==> src/rtl/rv_pipe_ctrl.sv <==
// Pipeline control for uRV: stall merge, branch kill windows, and an in-order load scoreboard.
// Define RV_PIPE_CTRL_LOAD_BYPASS_EN to let the completing load's rd drop out of the hazard mask.
module rv_pipe_ctrl #(
   parameter int unsigned N_STALL_SRC = 2,
   parameter int unsigned KILL_DEPTH  = 2,
   parameter int unsigned MAX_PENDING = 2,
   localparam int unsigned PW = $clog2(MAX_PENDING + 1)
) (
   input  logic                   clk_i,
   input  logic                   rst_i,
   input  logic [N_STALL_SRC-1:0] stall_req_i,
   input  logic                   d_valid_i,
   input  logic [4:0]             d_rs1_i,
   input  logic [4:0]             d_rs2_i,
   input  logic                   d_use_rs1_i,
   input  logic                   d_use_rs2_i,
   input  logic                   x_load_i,
   input  logic [4:0]             x_rd_i,
   input  logic                   x_bra_i,
   input  logic                   w_load_done_i,
   output logic                   f_stall_o,
   output logic                   x_stall_o,
   output logic                   w_stall_o,
   output logic                   x_bubble_o,
   output logic                   f_kill_o,
   output logic                   x_kill_o,
   output logic [PW-1:0]          pending_o,
   output logic                   err_o
);

`ifdef RV_PIPE_CTRL_LOAD_BYPASS_EN
   localparam bit BypassEn = 1'b1;
`else
   localparam bit BypassEn = 1'b0;
`endif

   logic [4:0]    fifo_q [MAX_PENDING];
   logic [4:0]    fifo_d [MAX_PENDING];
   logic [PW-1:0] count_q, count_d;
   logic [PW-1:0] push_idx;
   logic          err_q, err_d;
   logic          busy, full_stall, load_accept, pop_ok, kill_tail, hazard;
   logic [31:0]   pend_mask;

   assign busy        = |stall_req_i;
   // A same-cycle pop frees the slot the new load needs.
   assign full_stall  = x_load_i && (count_q == PW'(MAX_PENDING)) && !w_load_done_i;
   assign x_stall_o   = busy || full_stall;
   assign f_kill_o    = x_bra_i;
   assign x_kill_o    = x_bra_i || kill_tail;
   assign load_accept = x_load_i && !x_stall_o && !x_kill_o;
   assign pop_ok      = w_load_done_i && (count_q != '0);

   always_comb begin
      pend_mask = '0;
      for (int unsigned i = 0; i < MAX_PENDING; i++) begin
         if ((PW'(i) < count_q) && !(BypassEn && (i == 0) && w_load_done_i)) begin
            pend_mask[fifo_q[i]] = 1'b1;
         end
      end
      if (load_accept) begin
         pend_mask[x_rd_i] = 1'b1;
      end
      pend_mask[0] = 1'b0;
   end

   assign hazard = d_valid_i && !x_kill_o &&
                   ((d_use_rs1_i && pend_mask[d_rs1_i]) || (d_use_rs2_i && pend_mask[d_rs2_i]));
   assign f_stall_o  = x_stall_o || hazard;
   assign x_bubble_o = hazard && !x_stall_o;

   if (N_STALL_SRC > 1) begin : g_w_stall
      assign w_stall_o = stall_req_i[N_STALL_SRC-1];
   end else begin : g_no_w_stall
      assign w_stall_o = 1'b0;
   end

   if (KILL_DEPTH > 1) begin : g_kill
      logic [KILL_DEPTH-1:1] ks_q, ks_d;

      always_comb begin
         ks_d = ks_q;
         if (!x_stall_o) begin
            ks_d[1] = x_bra_i;
            for (int i = 2; i < KILL_DEPTH; i++) begin
               ks_d[i] = ks_q[i-1];
            end
         end
      end

      always_ff @(posedge clk_i) begin
         if (rst_i) begin
            ks_q <= '0;
         end else begin
            ks_q <= ks_d;
         end
      end

      assign kill_tail = |ks_q;
   end else begin : g_no_kill
      assign kill_tail = 1'b0;
   end

   // Shift-down FIFO: entry 0 is always the oldest load.
   always_comb begin
      fifo_d   = fifo_q;
      count_d  = count_q;
      err_d    = err_q;
      push_idx = pop_ok ? (count_q - PW'(1)) : count_q;
      if (pop_ok) begin
         for (int unsigned i = 0; i + 1 < MAX_PENDING; i++) begin
            fifo_d[i] = fifo_q[i+1];
         end
      end
      if (load_accept) begin
         for (int unsigned i = 0; i < MAX_PENDING; i++) begin
            if (PW'(i) == push_idx) begin
               fifo_d[i] = x_rd_i;
            end
         end
      end
      case ({load_accept, pop_ok})
         2'b10:   count_d = count_q + PW'(1);
         2'b01:   count_d = count_q - PW'(1);
         default: count_d = count_q;
      endcase
      if (w_load_done_i && (count_q == '0)) begin
         err_d = 1'b1;
      end
   end

   always_ff @(posedge clk_i) begin
      if (rst_i) begin
         for (int unsigned i = 0; i < MAX_PENDING; i++) begin
            fifo_q[i] <= '0;
         end
         count_q <= '0;
         err_q   <= 1'b0;
      end else begin
         fifo_q  <= fifo_d;
         count_q <= count_d;
         err_q   <= err_d;
      end
   end

   assign pending_o = count_q;
   assign err_o     = err_q;

endmodule

==> config.mk <==
export PLATFORM = sky130hd
export DESIGN_NAME = rv_pipe_ctrl
export DESIGN_NICKNAME = d
export VERILOG_FILES = /design/src/rtl/rv_pipe_ctrl.sv
export SDC_FILE = /design/constraint.sdc
export NUM_CORES = 1
export LEC_CHECK = 0
export BUFFER_PORTS_ARGS = -buffer_cell sky130_fd_sc_hd__buf_2
export CORE_ASPECT_RATIO = 0.6
export CORE_MARGIN = 8
export CORE_UTILIZATION = 35
export DETAILED_ROUTE_END_ITERATION = 10
export GPL_ROUTABILITY_DRIVEN = 0
export GPL_TIMING_DRIVEN = 0
export SYNTH_ARGS = -nofsm -noshare
export SYNTH_HDL_FRONTEND = slang
export SYNTH_SLANG_ARGS = --single-unit
==> constraint.sdc <==
create_clock -name clk_i -period 4.11 [get_ports clk_i]
set_input_delay 0.2055 -clock clk_i [delete_from_list [all_inputs] [get_ports clk_i]]
set_output_delay 0.2055 -clock clk_i [all_outputs]
set_load 0.02 [all_outputs]
==> PnR_summary.wiki, run 1 <==
{| class="wikitable"
! Metric !! Value
|-
| Outcome || finished clean
|-
| Ratio of total power to cell area || 219 nW/um^2
|-
| Static Leak || 0.875 nW
|-
| Ys Warns || 0
|-
| WL/cell || 18.9 um
|-
| Proportion of power drawn by flip-flops and latches || 0.297
|-
| Nets || 361
|-
| Initial antenna violation count || 0
|-
| Maximum number of pins on one net before global-route repair || 11
|-
| Achievable frequency || 0.255 GHz
|-
| Category of the worst setup path launch point || register
|-
| DR vias || 2616
|-
| Remaining DRCs || 0
|-
| Final period util || 0.953
|-
| Wire length of the first global-routing pass || 12400 um
|-
| Final worst clock skew || 0.837 ps
|-
| Total GRT Usage || 0.162
|-
| Register area share after synthesis || 0.125
|-
| Num CTS Buffers || 3
|-
| Count of mapped cells out of synthesis || 299
|-
| Post-Synth XOR/XNOR Area || 0.00781
|-
| Clock tree from TritonCTS || done
|-
| Dominant combinational cell family by area after synthesis || simple AND/OR/NAND/NOR gates
|-
| Worst path arrival time || 3710 ps
|-
| Post-synthesis share of cell area spent on full adders, half adders and majority gates || 0.0223
|-
| RSZ-0062 raised after global routing || no
|-
| Number of nets with antenna violations after detailed routing || 0
|-
| Avg Synthesized Cell Area || 7.50 um^2
|-
| Number of pins exceeding their max-slew limit in the final report || 0
|-
| Worst Max-Slew Pin Slew || 776 ps
|-
| Overall die width || 119 um
|-
| Core Rows || 22
|-
| Endpoint required time on the critical path || 3900 ps
|-
| Share of synthesized area spent on multiplexers || 0.100
|-
| Vias in the first global route || 2415
|-
| Worst max-slew margin expressed relative to the limit || 0.475
|-
| Total negative slack for setup checks || 0 ps
|-
| Post-DR vias/cell || 6.32
|-
| Async S/R FF share, synth || 0
|-
| Final setup fails || 0
|-
| Internal power contribution || 314 uW
|-
| MaxCap Viol Count || 0
|-
| Number of enable-type register cells in the synthesized netlist || 0
|-
| Power Total || 554 uW
|-
| Relative contribution of the clock network to total power || 0.201
|-
| Number of buffers inserted to repair setup after CTS || 0
|-
| DRT Wirelength || 7810 um
|-
| Sw Share || 0.433
|-
| Core outline area || 6170 um^2
|-
| Aggregate global routing overflow || 0
|-
| Clock tree root buffer cell || sky130_fd_sc_hd__clkbuf_8
|-
| Cell area after synthesis || 2240 um^2
|-
| WS Path Type || reg -> out
|-
| Initial cell density of the core || 0.364
|-
| Number of DRC markers after the initial detailed-route iteration || 320
|-
| Vertical die dimension || 78.0 um
|-
| Maximum buffer depth of the clock tree || 2
|-
| Dominant register cell in the synthesized netlist || sky130_fd_sc_hd__dfxtp_1
|-
| Hold buffer count at cts || 0
|-
| Detailed placement HPWL || 6370 um
|-
| CP endpoint kind || primary output
|-
| Compound-gate portion of the synthesized area || 0.323
|-
| Number of iterations in the first detailed-routing pass || 5
|-
| Number of nets in the synthesized netlist || 328
|-
| Crit-path max FO || 10
|-
| Area fraction in and, or, nand and nor cells after synthesis || 0.349
|-
| Hold Violations, Final || 0
|-
| Total number of H-tree levels || 1
|-
| Fin crit period || 3920 ps
|-
| Clock transition at the registers of the reported paths || 60 ps
|-
| Die footprint || 9310 um^2
|-
| Share of final-layout standard cells stronger than drive strength 1 || 0.182
|-
| #FFs+latches synth || 14
|-
| Net load switching power || 239 uW
|-
| Clk_lat worst skew || 240 ps
|-
| I/O Buffers || 28
|-
| Ant diodes || 0
|-
| Peak supply drop || 263 uV
|-
| Type of the most critical hold path || in -> reg
|-
| Number of different library cells in the post-synthesis netlist || 60
|-
| TritonCTS Sinks || 14
|-
| Logic pwr share || 0.502
|-
| Resized Gates After CTS || 0
|-
| Filler Cells Inserted || 652
|-
| IO Count || 34
|-
| Synthesis-to-layout area growth || 12.8%
|}
-- kinds of logic (layout without fill, tap and decap cells) --
family	after synthesis	after routing
and+or+nand+nor	125	125
xor gates and xnor gates	2	2
muxes	15	15
buffers and inverters	39	70
AOI/OAI and AO/OA	100	100
DFF	14	14
adders and majority gates	4	4
-- cell usage after synthesis, types with 6 or more instances --
library cell	number	share of area
sky130_fd_sc_hd__inv_1	10	0.017
sky130_fd_sc_hd__nand2_1	21	0.035
sky130_fd_sc_hd__mux2i_1	9	0.040
sky130_fd_sc_hd__buf_2	6	0.013
sky130_fd_sc_hd__and3_1	7	0.020
sky130_fd_sc_hd__a22oi_1	14	0.047
sky130_fd_sc_hd__o22ai_1	8	0.022
sky130_fd_sc_hd__dfxtp_1	14	0.12
sky130_fd_sc_hd__nor2_1	23	0.038
sky130_fd_sc_hd__nand4_1	8	0.022
sky130_fd_sc_hd__mux4_2	6	0.060
sky130_fd_sc_hd__a21oi_1	21	0.047
sky130_fd_sc_hd__clkbuf_1	18	0.030
sky130_fd_sc_hd__o21ai_0	6	0.013
sky130_fd_sc_hd__nor2b_1	6	0.017
sky130_fd_sc_hd__nand3_1	11	0.025
sky130_fd_sc_hd__o211ai_1	8	0.027
sky130_fd_sc_hd__a22o_1	10	0.039
sky130_fd_sc_hd__a311oi_1	9	0.035
-- cell type report --
type / instances / area, um^2 / share of cell area
multi-input cells: 246 / 1800 / 0.712
clock buffers: 3 / 41.3 / 0.0163
repair buffers: 28 / 140 / 0.0554
inverters: 12 / 45.0 / 0.0178
well taps: 84 / 105 / 0.0415
plain buffers: 27 / 118 / 0.0465
flip-flops and latches: 14 / 280 / 0.111
-- power groups by stage --
stage,Sequential (mW),Combinational [mW],Clock [mW]
5_1_grt,0.166,0.305,0.125
6_report,0.165,0.278,0.111
2_1_floorplan,0.173,0.186,0
4_1_cts,0.164,0.273,0.115
3_3_place_gp,0.166,0.266,0
3_5_place_dp,0.167,0.273,0
-- layout by cell type, fill, tap and decap left out, drive strengths merged, types with 3 or more instances in the layout --
cell type / Yosys / routed
buf: 8 / 36
nor2: 23 / 23
clkbuf: 19 / 22
nand2: 21 / 21
a21oi: 21 / 21
a22oi: 14 / 14
dfxtp: 14 / 14
nand3: 11 / 11
inv: 10 / 10
a22o: 10 / 10
mux2i: 9 / 9
a311oi: 9 / 9
nand4: 8 / 8
o211ai: 8 / 8
o22ai: 8 / 8
and3: 7 / 7
nor2b: 6 / 6
o21ai: 6 / 6
mux4: 6 / 6
nor3b: 6 / 6
nand3b: 5 / 5
a211oi: 5 / 5
nor3: 5 / 5
nand2b: 4 / 4
and3b: 4 / 4
o2111ai: 4 / 4
ha: 4 / 4
nor4b: 4 / 4
and4bb: 4 / 4
or2: 4 / 4
nand4bb: 3 / 3
-- per-layer routing --
metal,vias to the layer above,GRT usage,wire length (um)
met1,1212,0.249,3910
met3,4,0.0571,978
li1,1245,-,-
met4,0,0.0235,46
met5,-,0,0
met2,155,0.207,2880
-- worst paths after layout --
kind	from	end	slack, ps	cells past startpoint
setup / recovery	pending_o[1]	x_bubble_o	190	13
hold / removal	rst_i	fifo_q[5]	200	2
setup reg to reg	pending_o[1]	fifo_q[3]	1300	11
hold reg to reg	err_o	err_o	500	2
-- through the flow --
stage / hold WS, ps / cells / util / setup WS, ps / instance area (um^2)
floorplan: 278 / 299 / - / 861 / 2240
global placement: 448 / 411 / 0.404 / 553 / 2490
detailed placement: 464 / 411 / 0.404 / 523 / 2490
CTS: 202 / 414 / 0.410 / 237 / 2530
global route: 219 / 414 / 0.410 / 14.6 / 2530
finish: 204 / 414 / 0.410 / 192 / 2530
-- critical path, cell delays in order (launching register included) --
cell and delay (ps):
sky130_fd_sc_hd__dfxtp_1 380, sky130_fd_sc_hd__buf_2 240, sky130_fd_sc_hd__inv_1 110, sky130_fd_sc_hd__ha_1 180, sky130_fd_sc_hd__buf_2 180, sky130_fd_sc_hd__or4b_4 580, sky130_fd_sc_hd__o32ai_2 230, sky130_fd_sc_hd__a21oi_1 90
sky130_fd_sc_hd__mux4_2 490, sky130_fd_sc_hd__nor2_1 130, sky130_fd_sc_hd__o2111ai_1 150, sky130_fd_sc_hd__o22ai_1 370, sky130_fd_sc_hd__nor2b_1 180, sky130_fd_sc_hd__buf_2 170
-- sequential cells by signal, indices dropped and copies added (netlist names) --
register     cells
err_o            1
fifo_q          10
g_kill.ks_q      1
pending_o        2
No activity file was read; power rests on OpenSTA's default activity.
==> run 2: changes to the inputs <==
==> constraint.sdc (replaced) <==
create_clock -name clk_i -period 4.11 [get_ports clk_i]
set_input_delay 0.411 -clock clk_i [delete_from_list [all_inputs] [get_ports clk_i]]
set_output_delay 0.411 -clock clk_i [all_outputs]
set_load 0.02 [all_outputs]
==> PnR_summary.wiki, run 2 (synthesized netlist as in run 1, its figures left out) <==
{| class="wikitable"
! Metric !! Value
|-
| Category of the worst setup path launch point || register
|-
| Crit-path max FO || 10 (unchanged)
|-
| Resized Gates After CTS || 0 (unchanged)
|-
| I/O Buffers || 28 (unchanged)
|-
| Maximum number of pins on one net before global-route repair || 11 (unchanged)
|-
| Overall die width || 119 um (unchanged)
|-
| Number of DRC markers after the initial detailed-route iteration || 286 (-11%)
|-
| Cell with the largest stage delay on the worst path || sky130_fd_sc_hd__or4b_4
|-
| Share of final-layout standard cells stronger than drive strength 1 || 0.188 (+0.00606)
|-
| Detailed placement HPWL || 6370 um (unchanged)
|-
| Number of iterations in the first detailed-routing pass || 5 (unchanged)
|-
| CP Cell Sequence || inv_1 > ha_1 > buf_2 > or4b_4 > o32ai_2 > a21oi_1 > mux4_2 > nor2_1 > o2111ai_1 > o22ai_2 > nor2b_1 > buf_2
|-
| Initial cell density of the core || 0.364 (unchanged)
|-
| Ratio of total power to cell area || 219 nW/um^2 (+0.29%)
|-
| Post-DR vias/cell || 6.38 (+0.99%)
|-
| Worst Max-Slew Pin Slew || 712 ps (-64.4 ps)
|-
| Ant diodes || 0 (unchanged)
|-
| Vias in the first global route || 2415 (unchanged)
|-
| Clock transition at the registers of the reported paths || 60 ps (about the same)
|-
| Clock tree from TritonCTS || done
|-
| Leading cell type in the layout, fill and taps excluded || sky130_fd_sc_hd__buf_2
|-
| Achievable frequency || 0.254 GHz (-0.61%)
|-
| Clock tree root buffer cell || sky130_fd_sc_hd__clkbuf_8
|-
| Flip-flop count of the largest register after layout || 10 (unchanged)
|-
| Maximum buffer depth of the clock tree || 2 (unchanged)
|-
| Worst path arrival time || 3530 ps (-180 ps)
|-
| Total number of H-tree levels || 1 (unchanged)
|-
| Startpoint of the most critical register-to-register path || pending_o[1]
|-
| Type of the most critical hold path || in -> reg
|-
| Final worst clock skew || 1.02 ps (+0.179 ps)
|-
| Crit path from || pending_o[0]
|-
| Net load switching power || 241 uW (+0.52%)
|-
| Final std cell area, no fill || 2540 um^2 (+0.40%)
|-
| Number of buffers and inverters on the critical path || 3 (-1)
|-
| Peak supply drop || 264 uV (+0.31%)
|-
| Outcome || finished clean
|-
| Num CTS Buffers || 3 (unchanged)
|-
| Sw Share || 0.432 (-0.000743)
|-
| Hold buffer count at cts || 0 (unchanged)
|-
| Relative contribution of the clock network to total power || 0.200 (about the same)
|-
| CP endpoint kind || primary output
|-
| Commonest cells after routing, fill and taps aside || sky130_fd_sc_hd__buf_2, sky130_fd_sc_hd__nor2_1, sky130_fd_sc_hd__nand2_1, sky130_fd_sc_hd__a21oi_1, sky130_fd_sc_hd__clkbuf_1
|-
| WL/cell || 19.0 um (+0.74%)
|-
| Hold Violations, Final || 0 (unchanged)
|-
| IO Count || 34 (unchanged)
|-
| Core Rows || 22 (unchanged)
|-
| Die footprint || 9310 um^2 (unchanged)
|-
| Synthesis-to-layout area growth || 13.2%
|-
| Wire length of the first global-routing pass || 12400 um (unchanged)
|-
| WS Path Type || reg -> out
|-
| Aggregate global routing overflow || 0 (unchanged)
|-
| Nets || 361 (unchanged)
|-
| Logic pwr share || 0.504 (+0.002)
|-
| Final core occ || 0.412 (+0.00162)
|-
| Reg with most FFs || fifo_q
|-
| MaxCap Viol Count || 0 (unchanged)
|-
| Critical Path Most Common Cell || sky130_fd_sc_hd__buf_2
|-
| Remaining DRCs || 0 (unchanged)
|-
| Final period util || 0.959 (+0.00590)
|-
| Clk_lat worst skew || 240 ps (about the same)
|-
| Filler Cells Inserted || 650 (-0.31%)
|-
| Placed Area || 2490 um^2 (unchanged)
|-
| Worst max-slew margin expressed relative to the limit || 0.519 (+0.0436)
|-
| Smallest hold slack || 408 ps (+204 ps)
|-
| Proportion of power drawn by flip-flops and latches || 0.296 (about the same)
|-
| Number of nets with antenna violations after detailed routing || 0 (unchanged)
|-
| HP Start || rst_i
|-
| DRT Wirelength || 7870 um (+0.74%)
|-
| Crit path largest cell delay || 580 ps (about the same)
|-
| Gate family responsible for the most delay along the worst path || simple AND/OR/NAND/NOR gates
|-
| Number of pins exceeding their max-slew limit in the final report || 0 (unchanged)
|-
| Fin crit period || 3940 ps (+24.2 ps)
|-
| TritonCTS Sinks || 14 (unchanged)
|-
| DR vias || 2642 (+0.99%)
|-
| Internal power contribution || 317 uW (+0.82%)
|-
| Power Total || 557 uW (+0.69%)
|-
| Static Leak || 0.878 nW (+0.30%)
|-
| Final setup fails || 0 (unchanged)
|-
| Endpoint required time on the critical path || 3700 ps (-200 ps)
|-
| Vertical die dimension || 78.0 um (unchanged)
|-
| Total GRT Usage || 0.162 (unchanged)
|-
| Number of buffers inserted to repair setup after CTS || 0 (unchanged)
|-
| Initial antenna violation count || 0 (unchanged)
|-
| Core outline area || 6170 um^2 (unchanged)
|}
## run 2: metal layers
layer / part of all wire / vias up / routed length (um) / track usage
li1: - / 1247 / - / -
met5: 0 / - / 0 / 0
met1: 0.48 / 1218 / 3800 / 0.249
met4: 0.0024 / 0 / 19 / 0.0235
met3: 0.14 / 2 / 1080 / 0.0571
met2: 0.38 / 175 / 2970 / 0.207
## run 2: layout make-up
| class | count | area, um^2 | share of cell area |
|---|---|---|---|
| Clock buffer | 3 | 41.3 | 0.0163 |
| Inverter | 12 | 45.0 | 0.0177 |
| Timing Repair Buffer | 28 | 140 | 0.0552 |
| Tap cell | 84 | 105 | 0.0414 |
| Buffer | 27 | 120 | 0.0473 |
| Multi-Input combinational cell | 246 | 1810 | 0.711 |
| Sequential cell | 14 | 282 | 0.111 |
## run 2: worst paths after layout
kind             endpoint  slack [ps]  cells after the start
max reg2reg     fifo_q[3]        1310                     11
max            x_bubble_o         170                     12
min          pending_o[1]         410                      2
min reg2reg         err_o         500                      2
## run 2: power groups by stage
stage,clock (mW),sequential (mW),combinational (mW)
floorplan,0,0.173,0.186
CTS,0.115,0.164,0.273
detailed placement,0,0.167,0.273
finish,0.111,0.165,0.281
global placement,0,0.166,0.266
global route,0.125,0.167,0.307
## run 2: through the flow
step | TNS [ps] | instances | worst slack [ps]
final | 0 | 414 | 167
after global routing | -6.11 | 414 | -6.11
after CTS | 0 | 414 | 31.5
after detailed placement | 0 | 411 | 318
after global placement | 0 | 411 | 348
after floorplan | 0 | 299 | 655
